## src/rtl/uart_tx_irq.sv

```systemverilog
// uart_tx_irq: 8N1 UART transmitter with a sticky, level frame-done interrupt.
// Optional build macro UART_TX_PARITY_EN inserts an even-parity bit before the stop bit.
module uart_tx_irq #(
   parameter int CLKS_PER_BIT = 868,
   parameter int DATA_W       = 8
) (
   input  logic              clk,
   input  logic              reset,
   input  logic [DATA_W-1:0] tx_data,
   input  logic              tx_valid,
   output logic              tx_ready,
   output logic              tx,
   output logic              busy,
   output logic              intr,
   input  logic              intr_ack
);

   localparam int BAUD_W = (CLKS_PER_BIT > 1) ? $clog2(CLKS_PER_BIT) : 1;
   localparam int BIT_W  = $clog2(DATA_W + 1);
   localparam logic [BAUD_W-1:0] BAUD_LAST = BAUD_W'(CLKS_PER_BIT - 1);
   localparam logic [BIT_W-1:0]  BIT_LAST  = BIT_W'(DATA_W - 1);

`ifdef UART_TX_PARITY_EN
   typedef enum logic [2:0] {
      S_IDLE   = 3'd0,
      S_START  = 3'd1,
      S_DATA   = 3'd2,
      S_PARITY = 3'd3,
      S_STOP   = 3'd4
   } state_t;

   function automatic logic even_parity(input logic [DATA_W-1:0] d);
      even_parity = ^d;
   endfunction
`else
   typedef enum logic [1:0] {
      S_IDLE  = 2'd0,
      S_START = 2'd1,
      S_DATA  = 2'd2,
      S_STOP  = 2'd3
   } state_t;
`endif

   state_t              state_r, state_s;
   logic [BAUD_W-1:0]   baud_r, baud_s;
   logic [BIT_W-1:0]    bit_r, bit_s;
   logic [DATA_W-1:0]   shift_r, shift_s;
   logic                tx_r, tx_s;
   logic                ready_r, ready_s;
   logic                busy_r, busy_s;
   logic                intr_r, intr_s;
   logic                baud_end_s;
   logic                frame_done_s;
`ifdef UART_TX_PARITY_EN
   logic                parity_r, parity_s;
`endif

   assign tx_ready = ready_r;
   assign tx       = tx_r;
   assign busy     = busy_r;
   assign intr     = intr_r;

   // Next-state and next-output logic; every output is computed one edge ahead.
   always_comb begin
      state_s      = state_r;
      baud_s       = baud_r;
      bit_s        = bit_r;
      shift_s      = shift_r;
      tx_s         = tx_r;
      ready_s      = ready_r;
      busy_s       = busy_r;
      frame_done_s = 1'b0;
      baud_end_s   = (baud_r == BAUD_LAST);
`ifdef UART_TX_PARITY_EN
      parity_s     = parity_r;
`endif
      case (state_r)
         S_IDLE: begin
            if (tx_valid && ready_r) begin
               state_s = S_START;
               shift_s = tx_data;
               tx_s    = 1'b0;
               ready_s = 1'b0;
               busy_s  = 1'b1;
               baud_s  = {BAUD_W{1'b0}};
               bit_s   = {BIT_W{1'b0}};
`ifdef UART_TX_PARITY_EN
               parity_s = even_parity(tx_data);
`endif
            end else begin
               tx_s    = 1'b1;
               ready_s = 1'b1;
               busy_s  = 1'b0;
            end
         end
         S_START: begin
            if (baud_end_s) begin
               state_s = S_DATA;
               baud_s  = {BAUD_W{1'b0}};
               tx_s    = shift_r[0];
            end else begin
               baud_s  = baud_r + 1'b1;
            end
         end
         S_DATA: begin
            if (baud_end_s) begin
               baud_s  = {BAUD_W{1'b0}};
               shift_s = shift_r >> 1'b1;
               bit_s   = bit_r + 1'b1;
               if (bit_r == BIT_LAST) begin
`ifdef UART_TX_PARITY_EN
                  state_s = S_PARITY;
                  tx_s    = parity_r;
`else
                  state_s = S_STOP;
                  tx_s    = 1'b1;
`endif
               end else begin
                  tx_s    = shift_s[0];
               end
            end else begin
               baud_s  = baud_r + 1'b1;
            end
         end
`ifdef UART_TX_PARITY_EN
         S_PARITY: begin
            if (baud_end_s) begin
               state_s = S_STOP;
               baud_s  = {BAUD_W{1'b0}};
               tx_s    = 1'b1;
            end else begin
               baud_s  = baud_r + 1'b1;
            end
         end
`endif
         S_STOP: begin
            if (baud_end_s) begin
               state_s      = S_IDLE;
               baud_s       = {BAUD_W{1'b0}};
               bit_s        = {BIT_W{1'b0}};
               tx_s         = 1'b1;
               ready_s      = 1'b1;
               busy_s       = 1'b0;
               frame_done_s = 1'b1;
            end else begin
               baud_s       = baud_r + 1'b1;
            end
         end
         default: begin
            state_s = S_IDLE;
            baud_s  = {BAUD_W{1'b0}};
            bit_s   = {BIT_W{1'b0}};
            tx_s    = 1'b1;
            ready_s = 1'b1;
            busy_s  = 1'b0;
         end
      endcase

      // Completion outranks a simultaneous acknowledge.
      if (frame_done_s) begin
         intr_s = 1'b1;
      end else if (intr_ack) begin
         intr_s = 1'b0;
      end else begin
         intr_s = intr_r;
      end
   end

   // State and output registers with synchronous reset to an idle line.
   always_ff @(posedge clk) begin
      if (reset) begin
         state_r  <= S_IDLE;
         baud_r   <= {BAUD_W{1'b0}};
         bit_r    <= {BIT_W{1'b0}};
         shift_r  <= {DATA_W{1'b0}};
         tx_r     <= 1'b1;
         ready_r  <= 1'b1;
         busy_r   <= 1'b0;
         intr_r   <= 1'b0;
`ifdef UART_TX_PARITY_EN
         parity_r <= 1'b0;
`endif
      end else begin
         state_r  <= state_s;
         baud_r   <= baud_s;
         bit_r    <= bit_s;
         shift_r  <= shift_s;
         tx_r     <= tx_s;
         ready_r  <= ready_s;
         busy_r   <= busy_s;
         intr_r   <= intr_s;
`ifdef UART_TX_PARITY_EN
         parity_r <= parity_s;
`endif
      end
   end

endmodule

```

## config.mk

```make
export PLATFORM = sky130hd
export DESIGN_NAME = uart_tx_irq
export DESIGN_NICKNAME = d
export VERILOG_FILES = /design/src/rtl/uart_tx_irq.sv
export SDC_FILE = /design/constraint.sdc
export NUM_CORES = 1
export LEC_CHECK = 0
export CORE_UTILIZATION = 56
export CTS_CLUSTER_DIAMETER = 150
export DETAILED_ROUTE_END_ITERATION = 8
export GPL_TIMING_DRIVEN = 0
export PLACE_DENSITY = 0.83
export SLEW_MARGIN = 0
export SYNTH_ARGS = -nofsm -noshare
export SYNTH_HDL_FRONTEND = slang
export SYNTH_SLANG_ARGS = --single-unit
```

## constraint.sdc

```tcl
create_clock -name clk -period 2 [get_ports clk]
set_input_delay 0.4 -clock clk [delete_from_list [all_inputs] [get_ports clk]]
set_output_delay 0.4 -clock clk [all_outputs]
set_load 0.05 [all_outputs]
```

== Word-level counts from Yosys, hierarchy flattened ==
Cells that the tools add are included.

* Add/sub/neg operators: 2
* Eq/ne operators: 10
* Multiplexer cells: 30
* Reductions and logical operators: 12

{| class="wikitable"
|+ Operators by type and width
! operator !! number
|-
| $mux W10 || 2
|-
| $pmux W10 S2 || 1
|-
| $mux W8 || 2
|-
| $pmux W8 S2 || 1
|-
| $mux W4 || 3
|-
| $pmux W4 S3 || 1
|-
| $mux W1 || 11
|-
| $add A10 B1 Y10 const B || 1
|-
| $eq A10 B10 Y1 const B || 1
|-
| $mux W2 || 5
|-
| $ne A2 B2 Y1 const B || 5
|-
| $pmux W2 S4 || 1
|-
| $reduce_and A3 Y1 || 2
|-
| $reduce_bool A2 Y1 || 3
|-
| $reduce_and A5 Y1 || 1
|-
| $add A4 B1 Y4 const B || 1
|-
| $eq A2 B2 Y1 const B || 2
|-
| $eq A4 B3 Y1 const B || 1
|-
| $pmux W1 S2 || 2
|-
| $pmux W1 S4 || 1
|-
| $reduce_and A4 Y1 || 1
|-
| $reduce_bool A3 Y1 || 1
|-
| $reduce_or A3 Y1 || 1
|-
| $eq A2 B1 Y1 const B || 1
|-
| other kinds (3) || 3
|}

* Bits in registers: 28
* Bits of input ports: 12
* Output and inout bits: 4
* Word-level logic and storage cells: 62

== Longest topological paths before layout ==
Gate-level depths: netlist of run 1.

* Depth after elaboration: 4
* Gate-level depth with buffers: 8
* Gate-level depth less buffers: 6

== Least setup slack after synthesis of run 1 ==
Ideal clock, no wire load.

* Kind: register to register
* Start point: reg ready_r (netlist: tx_ready)
* End point: reg bit_r[0]
* Setup time: 71 ps
* Data arrival time: 1738 ps
* Required time: 1929 ps
* Setup slack: 191 ps
* Stages on the path, launching flop included: 6
* Buffers on the path: 1
* Clock period less this slack: 1809 ps
* Cells stage by stage: dfxtp_1 -> a21bo_2 -> buf_2 -> nand2b_1 -> or4_1 -> a21oi_1

* Cells in the longest elaborated chain, start to end: 3

{| class="wikitable"
|+ RTL lines
! element !! line !! text
|-
| from (decl) || 49 || <nowiki>logic ready_r, ready_s;</nowiki>
|-
| from (signal assigned) || 189 || <nowiki>ready_r <= ready_s;</nowiki>
|-
| $logic_and A1 B1 Y1 || 79 || <nowiki>if (tx_valid && ready_r) begin</nowiki>
|-
| $ne A2 B2 Y1 (no source line) || - ||
|-
| $reduce_and A4 Y1 (no source line) || - ||
|-
| to (signal assigned) || 174 || <nowiki>bit_r <= {BIT_W{1'b0}};</nowiki>
|-
| to (signal assigned) || 186 || <nowiki>bit_r <= bit_s;</nowiki>
|-
| to (decl) || 46 || <nowiki>logic [BIT_W-1:0] bit_r, bit_s;</nowiki>
|}

Every way passes these cells.
A chain may end at the register's enable or synchronous reset.

== Worst setup path in the final report of run 1 ==
* Start point: reg tx_r (netlist: tx)
* End point: out tx

{| class="wikitable"
|+ RTL lines
! element !! line !! text
|-
| from (decl) || 48 || <nowiki>logic tx_r, tx_s;</nowiki>
|-
| from (signal assigned) || 188 || <nowiki>tx_r <= tx_s;</nowiki>
|-
| to (decl) || 12 || <nowiki>output logic tx,</nowiki>
|}

No word-level cell between the ends.

==> results by group, run 1 <==
Critical path
  • Worst Path Arrival: between 1500 and 2000 ps
  • Crit Path Class: flop to output port
  • CP cell instances: clkdlybuf4s50_1
  • Worst endpoint required time: about 1600 ps
  • CP top delay family: buffers and inverters
  • Slowest-stage cell, CP: clkdlybuf4s50_1
  • WP buf/inv: 1
  • Crit end category: output port
  • Worst path max stage delay: 810 ps
  • Crit Path Max Fanout: 2
  • Nature of the critical path startpoint: flop

Global route
  • Largest net degree at the start of global routing: 15
  • Vias in the first global route: 1,340
  • Grt total ovfl: 0
  • First-pass GRT wire length: between 5 and 6 mm
  • All-Layer GR Usage: 22.4%
  • Initial antenna violation count: 0

Clocking
  • Worst-case clock buffer depth: 2
  • Setup Buffers After CTS: 0
  • TritonCTS Sinks: 28
  • Clock slew at reported path FFs: 140 ps
  • Number of hold buffers added after CTS: 0
  • CTS tree: yes
  • Worst-skew pair later-pin latency: 330 ps
  • Root Driver: clkbuf_4
  • Total CTS buffers: 3
  • H-tree levels: 1

Floorplanning
  • Ports: 16
  • Core Footprint: between 2000 and 3000 µm²
  • Die ar.: 3060 µm²
  • Std cell rows: 18
  • Die Width: ~55 µm
  • Die height: between 50 and 60 µm
  • Initial Utilization: between 60% and 70%

Detailed routing
  • Vias: between 1,000 and 1,500
  • WL final: around 3.3 mm
  • Routed len/inst: 14.8 µm
  • Vias per Instance: about 6.3
  • Antenna Nets Post-Route: 0
  • Drt first-iter violations: 40
  • Length of the first detailed-routing pass in iterations: 4
  • DRC Markers: 0

Logic synthesis
  • Top-area cell type share of the netlist area: between 30% and 40%
  • Distinct cells, synth: 45
  • EDFF count, synth: 0
  • Yosys Warn Count: 0
  • Syn_area_per_cell: 9.09 µm²
  • Synthesized area: about 1600 µm²
  • FFs w/ async S/R, synth: 0%
  • Number of synthesized register bits: 28
  • Seq/Total Area, Yosys: around a third
  • Syn_nets: around 200
  • Gate Count Post-Synth: 175
  • Top FF cell, synth: dfxtp_1
  • Commonest cells in the synthesized netlist: 28 x dfxtp_1, 18 x a21oi_1, 14 x nor2_1, 10 x nand3_1, 9 x mux2i_1
  • Largest cells by area after synthesis: dfxtp_1 35%, ha_1 6.3%, a21oi_1 5.7%
  • Yosys top cell by area: dfxtp_1
  • Most common cell in the netlist: dfxtp_1

STA
  • Final setup violation count: 0
  • Endpoints failing hold: 0
  • Max Slew Vio Count: 0
  • Period Utilization, post-route: a little over nine tenths
  • Headroom to the max-slew limit: 62.2%
  • Worst slew pin tran: about 570 ps
  • Clock Skew: between 7 and 8 ps
  • Period minus WS final: between 1500 and 2000 ps
  • Hold slack final: roughly 490 ps
  • Setup ws final: approximately 85 ps
  • Peak Freq: ~520 MHz
  • Unrepaired setup endpoints after global routing: false

Placed design
  • Port buffer count: 15
  • DP Worst Slack: -135 ps
  • Placer Congestion: 0.779
  • DPL Wire Length: 2.46 mm
  • Dpl cells: 220

Layout
  • Final Instance Count excl. Fillers: between 200 and 250
  • Layout net count: around 220
  • Ant diodes: 0
  • Layout cells sized above 1: 11.4%
  • Area delta synth->final: 14.2%

Power and ir drop
  • Max VDD drop: ~0.001 V
  • P per Cell Area: approximately 1300 nW/µm²
  • Cell leakage power: about 0.68 nW
  • Total power: 2.31 mW

Outcome
  • Outcome: complete, no violations

Min path
  • Worst hold path class: flop to flop

Flow run
  • Max Cap Violations: 0
==> cell usage in the layout (no fill, tap or decap), types with 3 or more instances in the layout <==
master and instances:
dfxtp_1 26, a21oi_1 18, nor2_1 14, clkdlybuf4s50_1 14, nand3_1 10, mux2i_1 9
nand2_1 8, o21ai_0 8, ha_1 8, a311oi_1 7, inv_1 5, a31oi_1 5
nand4_1 5, and3_1 4, clkbuf_8 3, nor2b_1 3, clkbuf_1 3, clkbuf_4 3
==> metrics by stage <==
step | utilization [%] | area, µm² | TNS [ps]
3_5_place_dp | 68.6 | 1780 | -135
4_1_cts | 69.5 | 1800 | 0
3_3_place_gp | 68.6 | 1780 | -88.0
6_report | 70.1 | 1820 | 0
2_1_floorplan | - | 1590 | 0
5_1_grt | 70.1 | 1820 | 0
==> sequential cells by signal (all words and copies together), names as in the netlist <==
signal and cells:
bit_r 4, state_r 2, intr 1, busy 1, shift_r 8, baud_r 10, tx_ready 1, tx 1
==> repair_timing <==
item,in CTS,in global routing
pin swaps,0,0
gates resized for setup,1,5
endpoints found under the hold margin,0,0
endpoints found under the setup margin,1,6
==> final cells by class <==
type / count / area (µm²)
Buffer: 10 / 85.1
Inverter: 5 / 18.8
Fill cell: 209 / 774
Multi-Input combinational cell: 132 / 937
Clock buffer: 3 / 22.5
Timing Repair Buffer: 15 / 149
Tap cell: 30 / 37.5
Sequential cell: 28 / 566
==> report_power, final <==
part | internal (mW) | switching (mW) | total (mW)
Sequential | 0.685 | 0.0925 | 0.778
Combinational | 0.556 | 0.739 | 1.30
Clock | 0.0709 | 0.161 | 0.232
==> kinds of logic (layout without fill, tap and decap cells) <==
family | count (synthesis) | after routing | share of synthesized area (%)
simple gates | 60 | 60 | 21.6
compound gates | 54 | 54 | 24.1
flops | 28 | 28 | 35.2
buf+inv | 15 | 33 | 6.53
mux | 9 | 9 | 5.67
fa+ha+maj | 8 | 8 | 6.29
xor+xnor | 1 | 1 | 0.551
==> worst paths after layout <==
check	startpoint	to	slack [ps]	cells after the start
max	tx	tx	80	1
min	state_r[1]	state_r[1]	490	2
max reg2reg	state_r[0]	state_r[0]	130	7
min reg2reg	state_r[1]	state_r[1]	490	2
==> per-layer routing <==
layer	vias up	track usage, %	part of all wire [%]
li1	699	-	-
met1	691	27.2	45
met2	19	40.4	51
met3	5	2.11	2.3
met4	0	8.93	1.3
met5	-	0	0
Note: power is estimated with default switching activity, not from simulation.
==> inputs of run 2 (changes only) <==
--- a/config.mk
+++ b/config.mk
@@ -5,6 +5,7 @@
 export SDC_FILE = /design/constraint.sdc
 export NUM_CORES = 1
 export LEC_CHECK = 0
+export CORE_MARGIN = 2
 export CORE_UTILIZATION = 56
 export CTS_CLUSTER_DIAMETER = 150
 export DETAILED_ROUTE_END_ITERATION = 8
==> run 2 against run 1 <==
Compared with the run above:
- routed wire length is 3.9% higher
- worst setup slack lost 2.0 ps
- sequential share of layout area fell by 0.29 points
- global-route usage shrank 0.43 points
- combinational power barely moved
- clock power is 22% higher
- first-iteration DRC count rose by 35%
- die area grew 7.4%
- utilization shrank 3.4 points
- critical endpoint is now busy
- highest routed layer unchanged
==> results by group, run 2 (synthesis results as in run 1) <==
Outcome
  • Outcome: complete, no violations

STA
  • Endpoints failing hold: 0 (unchanged)
  • Unrepaired setup endpoints after global routing: false
  • Headroom to the max-slew limit: 62.0% (-0.16 points)
  • Clock Skew: 14.9 ps (+6.95 ps)
  • Period Utilization, post-route: 95.9% (+0.099 points)
  • Peak Freq: 522 MHz (-0.10%)
  • Setup_tns: 0 ps (unchanged)
  • Setup ws final: 82.8 ps (-1.97 ps)
  • Max Slew Vio Count: 0 (unchanged)
  • Final setup violation count: 0 (unchanged)
  • Period minus WS final: 1920 ps (+1.97 ps)
  • Worst slew pin tran: 568 ps (+1.20 ps)

Floorplanning
  • Die Width: 57.3 µm (+3.6%)
  • Core Footprint: 2730 µm² (+5.6%)
  • Ports: 16 (unchanged)
  • Std cell rows: 19 (+1)
  • Die ar.: 3280 µm² (+7.4%)
  • Initial Utilization: 58.2% (-3.2 points)
  • Die height: 57.3 µm (+3.6%)

Detailed routing
  • Routed len/inst: 15.2 µm (+3.0%)
  • Length of the first detailed-routing pass in iterations: 4 (unchanged)
  • Antenna Nets Post-Route: 0 (unchanged)
  • Vias: 1,408 (-0.42%)
  • WL final: 3.42 mm (+3.9%)
  • Drt first-iter violations: 54 (+35%)
  • Vias per Instance: 6.26 (-1.3%)
  • DRC Markers: 0 (unchanged)

Critical path
  • WP buf/inv: 1 (unchanged)
  • Crit Path Class: flop to output port
  • Worst setup endpoint: busy
  • Nature of the critical path startpoint: flop
  • CP top delay family: buffers and inverters
  • CP cell instances: clkdlybuf4s50_1
  • CP Launch Point: busy
  • Worst Path Arrival: 1520 ps (about the same)
  • Worst reg-to-reg setup slack: 130 ps (about the same)
  • Worst path depth: 1 (unchanged)
  • Worst endpoint required time: 1600 ps (about the same)
  • Worst Reg-to-Reg Cells: 5 (-2)
  • Reg-to-reg endpoint: state_r[0]
  • Crit Path Max Fanout: 2 (unchanged)
  • Crit end category: output port
  • Reg2reg start: baud_r[0]
  • Worst path max stage delay: 810 ps (about the same)
  • Slowest-stage cell, CP: clkdlybuf4s50_1

Layout
  • Ant diodes: 0 (unchanged)
  • Most frequent cells in the layout: 26 x dfxtp_1, 18 x a21oi_1, 14 x nor2_1, 14 x clkdlybuf4s50_1, 10 x nand3_1
  • Area delta synth->final: 14.7%
  • Layout net count: 215 (unchanged)
  • Filler cells: 206 (-1.4%)
  • Top flop regs: baud_r: 10 flops, shift_r: 8 flops, bit_r: 4 flops
  • Commonest non-fill, non-tap cell in the layout: dfxtp_1
  • Top reg by flops: baud_r
  • Layout cells sized above 1: 11.3% (-0.059 points)
  • Max reg flops: 10 (unchanged)

Clocking
  • TritonCTS Sinks: 28 (unchanged)
  • Clock slew at reported path FFs: 160 ps (+20 ps)
  • Total CTS buffers: 3 (unchanged)
  • Worst-case clock buffer depth: 2 (unchanged)
  • H-tree levels: 1 (unchanged)
  • Root Driver: clkbuf_4
  • Setup Buffers After CTS: 0 (unchanged)
  • CTS tree: yes
  • Worst-skew pair later-pin latency: 340 ps (about the same)

Min path
  • Worst hold path class: flop to flop
  • WHS Path Cells: 2 (unchanged)

Global route
  • Vias in the first global route: 1,314 (-1.9%)
  • Grt total ovfl: 0 (unchanged)
  • First-pass GRT wire length: 5.66 mm (-0.72%)
  • Largest net degree at the start of global routing: 16 (+1)
  • All-Layer GR Usage: 22.0% (-0.43 points)
  • Initial antenna violation count: 0 (unchanged)

Placed design
  • Placer Congestion: 0.815 (+4.6%)
  • DPL Wire Length: 2.55 mm (+3.6%)
  • Port buffer count: 15 (unchanged)
  • DP Worst Slack: -128 ps (+7.16 ps)

Power and ir drop
  • Max VDD drop: 0.00138 V (+36%)
  • P per Cell Area: 1290 nW/µm² (+1.9%)
  • Cell leakage power: 0.683 nW (+0.95%)

Flow run
  • Max Cap Violations: 0 (unchanged)
[run 2: cell count changes in the layout (fill, tap and decap cells not counted), sizes merged]
cell,delta
clkbuf,+1
[run 2: stage by stage]
stage                     cell area (µm²)  utilization, %  power [mW]  instances  hold slack (ps)
final                                1820            66.7        2.36        225              486
after global routing                 1820            66.7        2.53        225              520
after CTS                            1810            66.4        2.34        225              495
after detailed placement             1780            65.1        2.06        221              475
after global placement               1780            65.1        1.99        221              464
after floorplan                      1590               -        1.76        175              465
[run 2: layout make-up]
class	instances	area [µm²]	area share, %
multi-input combinational	132	933	51.2
sequential	28	563	30.9
timing repair buffer	15	149	8.16
buffer	10	85.1	4.66
tap	31	38.8	2.13
clock buffer	4	36.3	1.99
inverter	5	18.8	1.03
[run 2: what timing repair did]
| item | CTS | global route |
|---|---|---|
| cloned | 0 | 0 |
| hold buffers | 0 | 0 |
| resized for setup | 1 | 3 |
| endpoints found under the setup margin | 1 | 2 |
[run 2: worst min-delay path, delay by kind of cell, from the launching register on]
kind | cells | cell delay [ps]
compound gates | 1 | 60
flops | 1 | 340
simple gates | 1 | 60
[run 2: routing by layer]
metal,up-vias,part of all wire (%),global-route usage (%)
met2,26,53,41.5
met5,-,0,0
met3,5,3.1,5.67
met4,0,0.79,6.64
li1,703,-,-
met1,674,43,23.9
[run 2: worst min-delay path by stage]
stage	start	endpoint	slack, ps
6_report	intr	intr	490
5_1_grt	state_r[1]	state_r[1]	520
4_1_cts	intr	intr	500
3_5_place_dp	intr	intr	480
3_3_place_gp	intr	intr	460
2_1_floorplan	shift_r[7]	shift_r[7]	470
[run 2: where the power goes]
group / switching [mW] / total, mW / internal [mW] / leakage [nW]
Combinational: 0.752 / 1.30 / 0.552 / 0.432
Sequential: 0.0908 / 0.774 / 0.683 / 0.229
Clock: 0.171 / 0.283 / 0.112 / 0.0210
Total: 1.01 / 2.36 / 1.35 / 0.683
